File: src/rtl/dadda_mult_pipe_if.sv
// Operand/result handshake bundle for dadda_mult_pipe.
// The source side drives operands and out_ready; the multiplier drives the rest.
interface dadda_mult_pipe_if #(
  parameter int WIDTH = 8
);
  logic               in_valid;
  logic               in_ready;
  logic [WIDTH-1:0]   in1;
  logic [WIDTH-1:0]   in2;
  logic               signed_mode;
  logic               out_valid;
  logic               out_ready;
  logic [2*WIDTH-1:0] prod;

  modport master (
    output in_valid, in1, in2, signed_mode, out_ready,
    input  in_ready, out_valid, prod
  );

  modport slave (
    input  in_valid, in1, in2, signed_mode, out_ready,
    output in_ready, out_valid, prod
  );
endinterface

File: src/rtl/dadda_mult_pipe.sv
// Pipelined, width-generic Dadda-tree multiplier with Baugh-Wooley signed support
// and a single global stall (advance) shared by every pipeline stage.
module dadda_mult_pipe #(
  parameter int WIDTH  = 8,
  parameter int STAGES = 2
) (
  input  logic               clk,
  input  logic               rst_n,
  dadda_mult_pipe_if.slave   bus
);

  localparam int PW   = 2 * WIDTH;
  localparam int NCOL = PW + 1;

  logic          advance;
  logic          accept;
  logic          out_valid_reg;
  logic [PW-1:0] prod_reg;
  logic [PW-1:0] row0;
  logic [PW-1:0] row1;

  assign advance       = !out_valid_reg || bus.out_ready;
  assign accept        = bus.in_valid && advance;
  assign bus.in_ready  = advance;
  assign bus.out_valid = out_valid_reg;
  assign bus.prod      = prod_reg;

  function automatic int dseq(input int idx);
    case (idx)
      0:       return 2;
      1:       return 3;
      2:       return 4;
      3:       return 6;
      4:       return 9;
      5:       return 13;
      6:       return 19;
      default: return 28;
    endcase
  endfunction

  // Bits are kept per column as a stack; heights are elaboration-time constants after unrolling.
  always_comb begin : dadda_tree
    logic [WIDTH-1:0] m  [NCOL];
    logic [WIDTH-1:0] n  [NCOL];
    int               h  [NCOL];
    int               nh [NCOL];
    int               e;
    int               fa;
    int               ha;
    int               k;
    int               d;
    logic             x;
    logic             y;
    logic             z;
    m    = '{default: '0};
    n    = '{default: '0};
    h    = '{default: 0};
    nh   = '{default: 0};
    e    = 0;
    fa   = 0;
    ha   = 0;
    k    = 0;
    d    = 0;
    x    = 1'b0;
    y    = 1'b0;
    z    = 1'b0;
    row0 = '0;
    row1 = '0;

    // Baugh-Wooley: terms with exactly one sign bit are inverted in signed mode.
    for (int i = 0; i < WIDTH; i++) begin
      for (int j = 0; j < WIDTH; j++) begin
        m[i+j][h[i+j]] = (bus.in1[i] & bus.in2[j]) ^
                         (bus.signed_mode & ((i == WIDTH-1) != (j == WIDTH-1)));
        h[i+j] = h[i+j] + 1;
      end
    end
    m[WIDTH][h[WIDTH]] = bus.signed_mode;
    h[WIDTH]           = h[WIDTH] + 1;
    m[PW-1][h[PW-1]]   = bus.signed_mode;
    h[PW-1]            = h[PW-1] + 1;

    for (int s = 7; s >= 0; s--) begin
      d = dseq(s);
      if (d < WIDTH) begin
        n  = '{default: '0};
        nh = '{default: 0};
        for (int c = 0; c < PW; c++) begin
          // nh[c] already holds carries pushed in from column c-1 during this stage.
          e  = h[c] + nh[c] - d;
          fa = (e > 0) ? e / 2 : 0;
          ha = (e > 0) ? e % 2 : 0;
          k  = 0;
          for (int f = 0; f < WIDTH; f++) begin
            if (f < fa) begin
              x = m[c][k];
              y = m[c][k+1];
              z = m[c][k+2];
              n[c][nh[c]]     = x ^ y ^ z;
              nh[c]           = nh[c] + 1;
              n[c+1][nh[c+1]] = (x & y) | (x & z) | (y & z);
              nh[c+1]         = nh[c+1] + 1;
              k               = k + 3;
            end
          end
          if (ha == 1) begin
            x = m[c][k];
            y = m[c][k+1];
            n[c][nh[c]]     = x ^ y;
            nh[c]           = nh[c] + 1;
            n[c+1][nh[c+1]] = x & y;
            nh[c+1]         = nh[c+1] + 1;
            k               = k + 2;
          end
          for (int f = 0; f < WIDTH; f++) begin
            if (f >= k && f < h[c]) begin
              n[c][nh[c]] = m[c][f];
              nh[c]       = nh[c] + 1;
            end
          end
        end
        m = n;
        h = nh;
      end
    end

    for (int c = 0; c < PW; c++) begin
      row0[c] = m[c][0];
      row1[c] = m[c][1];
    end
  end

  generate
    if (WIDTH < 4 || WIDTH > 32) begin : g_bad_width
      $error("dadda_mult_pipe: WIDTH must be in 4..32");
    end

    if (STAGES == 1) begin : g_one
      always_ff @(posedge clk or negedge rst_n) begin
        if (!rst_n) begin
          out_valid_reg <= 1'b0;
          prod_reg      <= '0;
        end else if (advance) begin
          out_valid_reg <= accept;
          prod_reg      <= row0 + row1;
        end
      end
    end else if (STAGES == 2) begin : g_two
      logic          s1_valid_reg;
      logic [PW-1:0] s1_row0_reg;
      logic [PW-1:0] s1_row1_reg;

      always_ff @(posedge clk or negedge rst_n) begin
        if (!rst_n) begin
          s1_valid_reg  <= 1'b0;
          s1_row0_reg   <= '0;
          s1_row1_reg   <= '0;
          out_valid_reg <= 1'b0;
          prod_reg      <= '0;
        end else if (advance) begin
          s1_valid_reg  <= accept;
          s1_row0_reg   <= row0;
          s1_row1_reg   <= row1;
          out_valid_reg <= s1_valid_reg;
          prod_reg      <= s1_row0_reg + s1_row1_reg;
        end
      end
    end else begin : g_bad_stages
      $error("dadda_mult_pipe: STAGES must be 1 or 2");
    end
  endgenerate

endmodule

File: src/flat_wrapper.sv
// flat-port wrapper written by rule: the top's interface ports become plain ports
module dadda_mult_pipe_flat 
#(
  parameter int WIDTH  = 8,
  parameter int STAGES = 2
)
  (clk, rst_n, bus_in_valid, bus_in1, bus_in2, bus_signed_mode, bus_out_ready, bus_in_ready, bus_out_valid, bus_prod);
  dadda_mult_pipe_if #(.WIDTH(WIDTH)) bus_i ();
  input  logic clk;
  input  logic rst_n;
  input wire logic [$bits(bus_i.in_valid)-1:0] bus_in_valid;
  input wire logic [$bits(bus_i.in1)-1:0] bus_in1;
  input wire logic [$bits(bus_i.in2)-1:0] bus_in2;
  input wire logic [$bits(bus_i.signed_mode)-1:0] bus_signed_mode;
  input wire logic [$bits(bus_i.out_ready)-1:0] bus_out_ready;
  output wire logic [$bits(bus_i.in_ready)-1:0] bus_in_ready;
  output wire logic [$bits(bus_i.out_valid)-1:0] bus_out_valid;
  output wire logic [$bits(bus_i.prod)-1:0] bus_prod;
  assign bus_i.in_valid = bus_in_valid;
  assign bus_i.in1 = bus_in1;
  assign bus_i.in2 = bus_in2;
  assign bus_i.signed_mode = bus_signed_mode;
  assign bus_i.out_ready = bus_out_ready;
  assign bus_in_ready = bus_i.in_ready;
  assign bus_out_valid = bus_i.out_valid;
  assign bus_prod = bus_i.prod;
  dadda_mult_pipe #(.WIDTH(WIDTH), .STAGES(STAGES)) u_core (.clk(clk), .rst_n(rst_n), .bus(bus_i));
endmodule
File: config.mk
export PLATFORM = sky130hd
export DESIGN_NAME = dadda_mult_pipe_flat
export DESIGN_NICKNAME = d
export VERILOG_FILES = /design/src/rtl/dadda_mult_pipe_if.sv /design/src/rtl/dadda_mult_pipe.sv /design/src/flat_wrapper.sv
export SDC_FILE = /design/constraint.sdc
export NUM_CORES = 1
export LEC_CHECK = 0
export CAP_MARGIN = 20
export CELL_PAD_IN_SITES_DETAIL_PLACEMENT = 0
export CELL_PAD_IN_SITES_GLOBAL_PLACEMENT = 1
export CORE_MARGIN = 2
export CORE_UTILIZATION = 44
export CTS_CLUSTER_DIAMETER = 80
export DETAILED_ROUTE_END_ITERATION = 10
export GPL_ROUTABILITY_DRIVEN = 0
export PLACE_DENSITY = 0.82
export SYNTH_ARGS = -nofsm -noshare
export SYNTH_HDL_FRONTEND = slang
export SYNTH_SLANG_ARGS = --single-unit
File: constraint.sdc
create_clock -name clk -period 3 [get_ports clk]
set_clock_uncertainty 0.15 [all_clocks]
set_input_delay 0.9 -clock clk [delete_from_list [all_inputs] [get_ports clk]]
set_output_delay 0.9 -clock clk [all_outputs]
set_load 0.02 [all_outputs]
==> run summary, run 1 <==
status: complete, but fails checks
failing checks: negative setup slack
adder-cell area share of the yosys netlist: 0.2529
pin count of the biggest net entering global routing: 57
H-tree depth: 2
CP Capture Type: flip-flop
kind of critical path: in -> reg
Reg-to-Reg End: u_core.bus.prod[13]
commonest non-fill, non-tap cells in the layout: 133 x nand2_1, 48 x dfrtp_1, 27 x inv_1
worst reg2reg path depth: 8
clk_lat worst skew: 300 ps
Syn Area/Cell: 8.668 um2
worst-margin pin slew: 711.5 ps
fin crit period: 3369 ps
CTS tree: built
Detailed Place HPWL: 6390 um
final wirelength: 8125 um
Final Slew Violations: 0
vias in the first global route: 3040
sequential fraction of the synthesis area: 0.3128
peak per-stage delay on the critical path: 550 ps
#FFs+latches synth: 48
number of flops mapped to enable cells by yosys: 0
type of the worst min-delay path: reg -> reg
CTS Buf Count: 5
GRT overflow: 0
Placed Area: 0.004561 mm2
# port buffers: 38
post-synthesis cell area: 0.003840 mm2
Hold-fix buffers, CTS: 0
Yosys cell types: 43
drt wl/cell: 13.13 um
CP endpoint: u_core.g_two.s1_row1_reg[8]
first-pass detailed-route iteration total: 4
Max Fclk: 296.9 MHz
Lkg Pwr: 2.361 nW
critical path, cell by cell: buf_12, nand2_8, xnor2_4, fa_1, fa_1, inv_1, fa_1, inv_2, fa_2, nand2_1, nand2_1
Die W: 97.42 um
CTS Sinks: 48
Worst EP required: 3080 ps
most common cell after layout, fill and taps aside: nand2_1
post-route cell area: 0.004913 mm2
DIE AREA: 0.009491 mm2
initial DRC count: 150
n_diodes: 0
synthesized net count: 520
share of cells above drive strength 1: 0.2055
fin crit share: 1.123
Synth Area in Compound Gates: 0.09189
top_reg_cell synth: dfrtp_1
Starting Density: 0.4469
Critical-path top delay cell: fa_1
Final Hold Viols: 0
Die H: 97.42 um
Post-Synth XOR/XNOR Area: 0.04334
IO Count: 39
VDD IR max: 0.2469 mV
CORE AREA: 0.008593 mm2
maxcap violations: 0
crit path from: bus_in2[7]
Post-Synth Simple-Gate Area: 0.2398
CTS root buf: clkbuf_8
CP arrival: 3450 ps
Layout fillers: 784
Reg2Reg Launch Point: u_core.g_two.s1_row0_reg[1]
DR vias: 3003
mux share of post-synthesis cell area: 0.002607
WHS: 315.5 ps
post-route ant nets: 0
pwr dens: 672.7 mW/mm2
Async SR Flop Fraction: 1.000
fin nets: 587
peak fanout along the critical path: 4
first-pass GRT wire length: 14100 um
Placement Rows: 34
clock buffer depth: 2
GRT Total Usage: 0.1795
RSZ-0062 raised after global routing: yes
largest family of logic cells by synthesized area: adder cells
Area growth, synth to finish: 27.96%
Final Worst Setup Slack: -368.5 ps
Slew HR: 0.5257
CP dominant cell by count: fa_1
# setup viols final: 13
post-synthesis cell count: 443
crit path launch type: input pin
Via-to-Cell Ratio: 4.851
DRC Markers: 0
Ys Warns: 0
Worst-path clk slew: 80 ps
Reg2Reg Setup Slack: 410 ps
antenna violations before repair: 0
[cell families after synthesis]
logic type | Yosys count
XOR/XNOR | 19
multiplexers | 1
AND/OR/NAND/NOR | 208
buffers and inverters | 54
flip-flops | 48
adder cells (fa/ha/maj) | 56
AO/OA/AOI/OAI | 57
[worst min path at each step]
stage,from,endpoint,slack (ps),cells past startpoint
2_1_floorplan,u_core.g_two.s1_valid_reg,u_core.g_two.s1_valid_reg,280,2
3_3_place_gp,u_core.g_two.s1_valid_reg,u_core.g_two.s1_valid_reg,290,2
3_5_place_dp,u_core.g_two.s1_valid_reg,u_core.g_two.s1_valid_reg,300,2
4_1_cts,u_core.g_two.s1_valid_reg,u_core.g_two.s1_valid_reg,320,2
5_1_grt,u_core.g_two.s1_row0_reg[3],u_core.g_two.s1_row0_reg[3],350,2
6_report,u_core.g_two.s1_valid_reg,u_core.g_two.s1_valid_reg,320,2
[Yosys cell counts, types with 2 or more instances]
cell	number	area, um2
nor4b_1	2	17.52
ha_1	20	250.2
fa_1	36	720.7
nor3_1	5	25.02
nand2b_1	3	18.77
buf_6	2	22.52
xnor2_1	10	87.58
nand2_1	137	514.2
o21ai_0	15	75.07
dfrtp_1	48	1201
o21a_1	2	15.01
clkbuf_1	12	45.04
inv_1	39	146.4
xor2_1	9	78.83
nor2_1	17	63.81
or4b_1	2	20.02
a21oi_1	23	115.1
o31ai_1	2	15.01
and2_1	26	162.7
a21o_1	3	22.52
nand3_1	7	35.03
nor2b_1	2	12.51
[power by group]
| part | switching (mW) | total [mW] | internal, mW | leakage, nW |
|---|---|---|---|---|
| registers | 0.119 | 0.989 | 0.870 | 0.586 |
| logic | 1.03 | 1.85 | 0.820 | 1.72 |
| clock network | 0.217 | 0.465 | 0.248 | 0.0552 |
| total | 1.37 | 3.31 | 1.94 | 2.36 |
[critical path: cells and delay by family]
| family | cells | cell delay [ps] |
|---|---|---|
| AND/OR/NAND/NOR | 3 | 170 |
| buffers and inverters | 3 | 200 |
| adder cells (fa/ha/maj) | 4 | 2060 |
| XOR/XNOR | 1 | 120 |
[stage by stage]
stage / setup TNS, ps / util / std cells / setup WS, ps / total power, mW
floorplan: -5628 / - / 443 / -656.4 / 2.253
global placement: -15970 / 0.5307 / 602 / -1082 / 2.760
detailed placement: -17040 / 0.5307 / 602 / -1158 / 2.798
CTS: -3502 / 0.5596 / 614 / -479.0 / 3.300
global route: -3920 / 0.5718 / 619 / -455.6 / 3.617
finish: -2984 / 0.5718 / 619 / -368.5 / 3.305
[layer usage]
layer,GRT usage,part of all wire,vias to the layer above
li1,-,-,1540
met1,0.2422,0.47,1395
met2,0.3072,0.49,62
met3,0.01942,0.030,6
met5,0,0,-
met4,0.05235,0.011,0
[final cells by class]
type	count	area, um2	share of cell area
Clock inverter	2	35.03	0.007130
Timing Repair Buffer	75	725.7	0.1477
Sequential cell	48	1201	0.2445
Inverter	39	146.4	0.02979
Tap cell	108	135.1	0.02750
Clock buffer	6	72.57	0.01477
Multi-Input combinational cell	341	2597	0.5286
[what timing repair did]
item,in CTS,in global routing
gates cloned,0,0
pin swaps,18,25
setup endpoints to repair,21,17
gates resized for setup,85,28
buffers inserted,4,6
Power figures use the tool's default switching activity.
==> run 2, diff against run 1 <==
CELL_PAD_IN_SITES_DETAIL_PLACEMENT = default   (was 0)
CELL_PAD_IN_SITES_GLOBAL_PLACEMENT = default   (was 1)
CORE_ASPECT_RATIO = 2   (was default)
CORE_UTILIZATION = 58   (was 44)
==> run summary, run 2 (synthesis gave the netlist of run 1 again) <==
CORE AREA: 0.006516 mm2 (was 0.008593 mm2)
CTS root buf: clkbuf_16 (was clkbuf_8)
# port buffers: 38 (unchanged)
Non-Filler Instances: 598 (was 619)
Die W: 61.54 um (was 97.42 um)
Starting Density: 0.5893 (was 0.4469)
clk_lat worst skew: 290 ps (was 300 ps)
Via-to-Cell Ratio: 5.535 (was 4.851)
Max Fclk: 291.0 MHz (was 296.9 MHz)
# setup viols final: 12 (was 13)
met1 WL: 3385 um (was 3797 um)
Routed met3 length: 351 um (was 247 um)
crit path launch type: input pin (unchanged)
Util after Layout: 0.7475 (was 0.5718)
Placed Area: 0.004548 mm2 (was 0.004561 mm2)
IO Count: 39 (unchanged)
vias in the first global route: 3464 (was 3040)
Final Hold Viols: 0 (unchanged)
Internal: 2.160 mW (was 1.937 mW)
max layer used: met4 (unchanged)
power share of the clock group: 0.194 (was 0.141)
post-route cell area: 0.004871 mm2 (was 0.004913 mm2)
drt wl/cell: 15.73 um (was 13.13 um)
type of the worst min-delay path: reg -> reg (unchanged)
initial DRC count: 175 (was 150)
final wirelength: 9404 um (was 8125 um)
Seq. cell area: 0.001201 mm2 (unchanged)
Hold-fix buffers, CTS: 0 (unchanged)
status: complete, but fails checks (unchanged)
Tot Pwr: 3.626 mW (was 3.305 mW)
Logic pwr share: 0.525 (was 0.560)
RSZ-0062 raised after global routing: yes (unchanged)
sequential power share: 0.281 (was 0.299)
failing checks: negative setup slack (unchanged)
Worst EP required: 3070 ps (was 3080 ps)
Detailed Place HPWL: 6838 um (was 6390 um)
CTS tree: built (unchanged)
post-route ant nets: 0 (unchanged)
first-pass detailed-route iteration total: 5 (was 4)
Placement Rows: 42 (was 34)
Final Slew Violations: 0 (unchanged)
fin crit period: 3436 ps (was 3369 ps)
dpl cells: 582 (was 602)
pwr dens: 744.4 mW/mm2 (was 672.7 mW/mm2)
commonest non-fill, non-tap cells in the layout: 132 x nand2_1, 48 x dfrtp_1, 30 x inv_1 (was 133 x nand2_1, 48 x dfrtp_1, 27 x inv_1)
VDD IR max: 0.6057 mV (was 0.2469 mV)
n_diodes: 0 (unchanged)
share of cells above drive strength 1: 0.2078 (was 0.2055)
clock buffer depth: 2 (unchanged)
Die H: 119.1 um (was 97.42 um)
GRT Total Usage: 0.2870 (was 0.1795)
CP arrival: 3500 ps (was 3450 ps)
CTS Buf Count: 5 (unchanged)
DIE AREA: 0.007327 mm2 (was 0.009491 mm2)
kind of critical path: in -> reg (unchanged)
CTS Sinks: 48 (unchanged)
worst slack at placement: -1128 ps (was -1158 ps)
peak fanout along the critical path: 2 (was 4)
Layout fillers: 479 (was 784)
maxcap violations: 0 (unchanged)
GRT overflow: 0 (unchanged)
fin crit share: 1.145 (was 1.123)
CP Capture Type: flip-flop (unchanged)
Worst-path clk slew: 60 ps (was 80 ps)
most common cell after layout, fill and taps aside: nand2_1 (unchanged)
met2 WL: 5261 um (was 3993 um)
first-pass GRT wire length: 15950 um (was 14100 um)
pin count of the biggest net entering global routing: 57 (unchanged)
Area growth, synth to finish: 26.85% (was 27.96%)
antenna violations before repair: 0 (unchanged)
fin nets: 587 (unchanged)
Final Worst Setup Slack: -436.3 ps (was -368.5 ps)
footprint of the multi-input gates: 0.002557 mm2 (was 0.002597 mm2)
Slew HR: 0.5739 (was 0.5257)
worst-margin pin slew: 639.1 ps (was 711.5 ps)
H-tree depth: 2 (unchanged)
Net Sw Frac: 0.4042 (was 0.4139)
Net Sw Power: 1.466 mW (was 1.368 mW)
DRC Markers: 0 (unchanged)
Lkg Pwr: 2.370 nW (was 2.361 nW)
DR vias: 3310 (was 3003)
==> run 2: changes by cell type in the layout (fill, tap and decap cells not counted), moves of 2 or more <==
cell / delta
inv_2: -3
buf_8: -4
buf_12: -2
xnor2_2: +2
buf_2: +5
dlygate4sd2_1: -2
clkbuf_8: -5
inv_1: +3
clkbuf_16: +5
clkbuf_2: -2
xnor2_4: -2
buf_4: +2
==> run 2: path summary, 6_finish.rpt <==
kind,startpoint,endpoint,slack [ps],cells after the start
worst max-delay path,bus_signed_mode,u_core.g_two.s1_row1_reg[10],-440,11
worst min-delay path,u_core.g_two.s1_valid_reg,u_core.bus.out_valid,310,1
worst max register to register,u_core.g_two.s1_row0_reg[1],u_core.bus.prod[13],290,8
worst min register to register,u_core.g_two.s1_valid_reg,u_core.bus.out_valid,310,1
max in group asynchronous,rst_n,u_core.bus.prod[15],1680,2
min in group asynchronous,rst_n,u_core.g_two.s1_row0_reg[0],480,1
==> run 2: power groups by stage <==
stage	registers, mW	logic, mW	clock network (mW)
final	1.02	1.90	0.705
after global routing	1.04	2.14	0.738
after detailed placement	1.03	1.83	0
after floorplan	1.10	1.15	0
after CTS	1.02	1.88	0.712
after global placement	1.02	1.77	0
==> run 2: layout make-up <==
type,instances,area share
clock buffer,5,0.02569
clock inverter,2,0.01233
inverter,39,0.03005
multi-input combinational,341,0.5250
sequential,48,0.2466
tap,88,0.02260
timing repair buffer,75,0.1377
==> run 2: worst max-delay path, stage by stage <==
cell and delay [ps]:
buf_6 90, buf_4 150, xnor2_4 130, fa_2 560
inv_1 50, fa_2 360, fa_2 530, inv_2 40
fa_1 500, nand2_1 70, nand2_1 110
==> run 2: repair_timing <==
| item | in CTS | in global routing |
|---|---|---|
| setup endpoints to repair | 21 | 17 |
| buffers inserted | 6 | 3 |
| resized for setup | 73 | 18 |
| pin swaps | 24 | 19 |
==> run 2: layer usage <==
layer,global-route usage,up-vias
met3,0.03474,38
met1,0.3559,1615
met4,0.09707,0
li1,-,1540
met5,0,-
met2,0.4947,117
==> run 2: metrics by stage <==
step                TNS [ps]  hold WS (ps)
floorplan              -5628         280.0
global placement      -15920         297.1
detailed placement    -16560         300.7
CTS                    -3761         314.4
global route           -4442         331.1
finish                 -3415         311.8
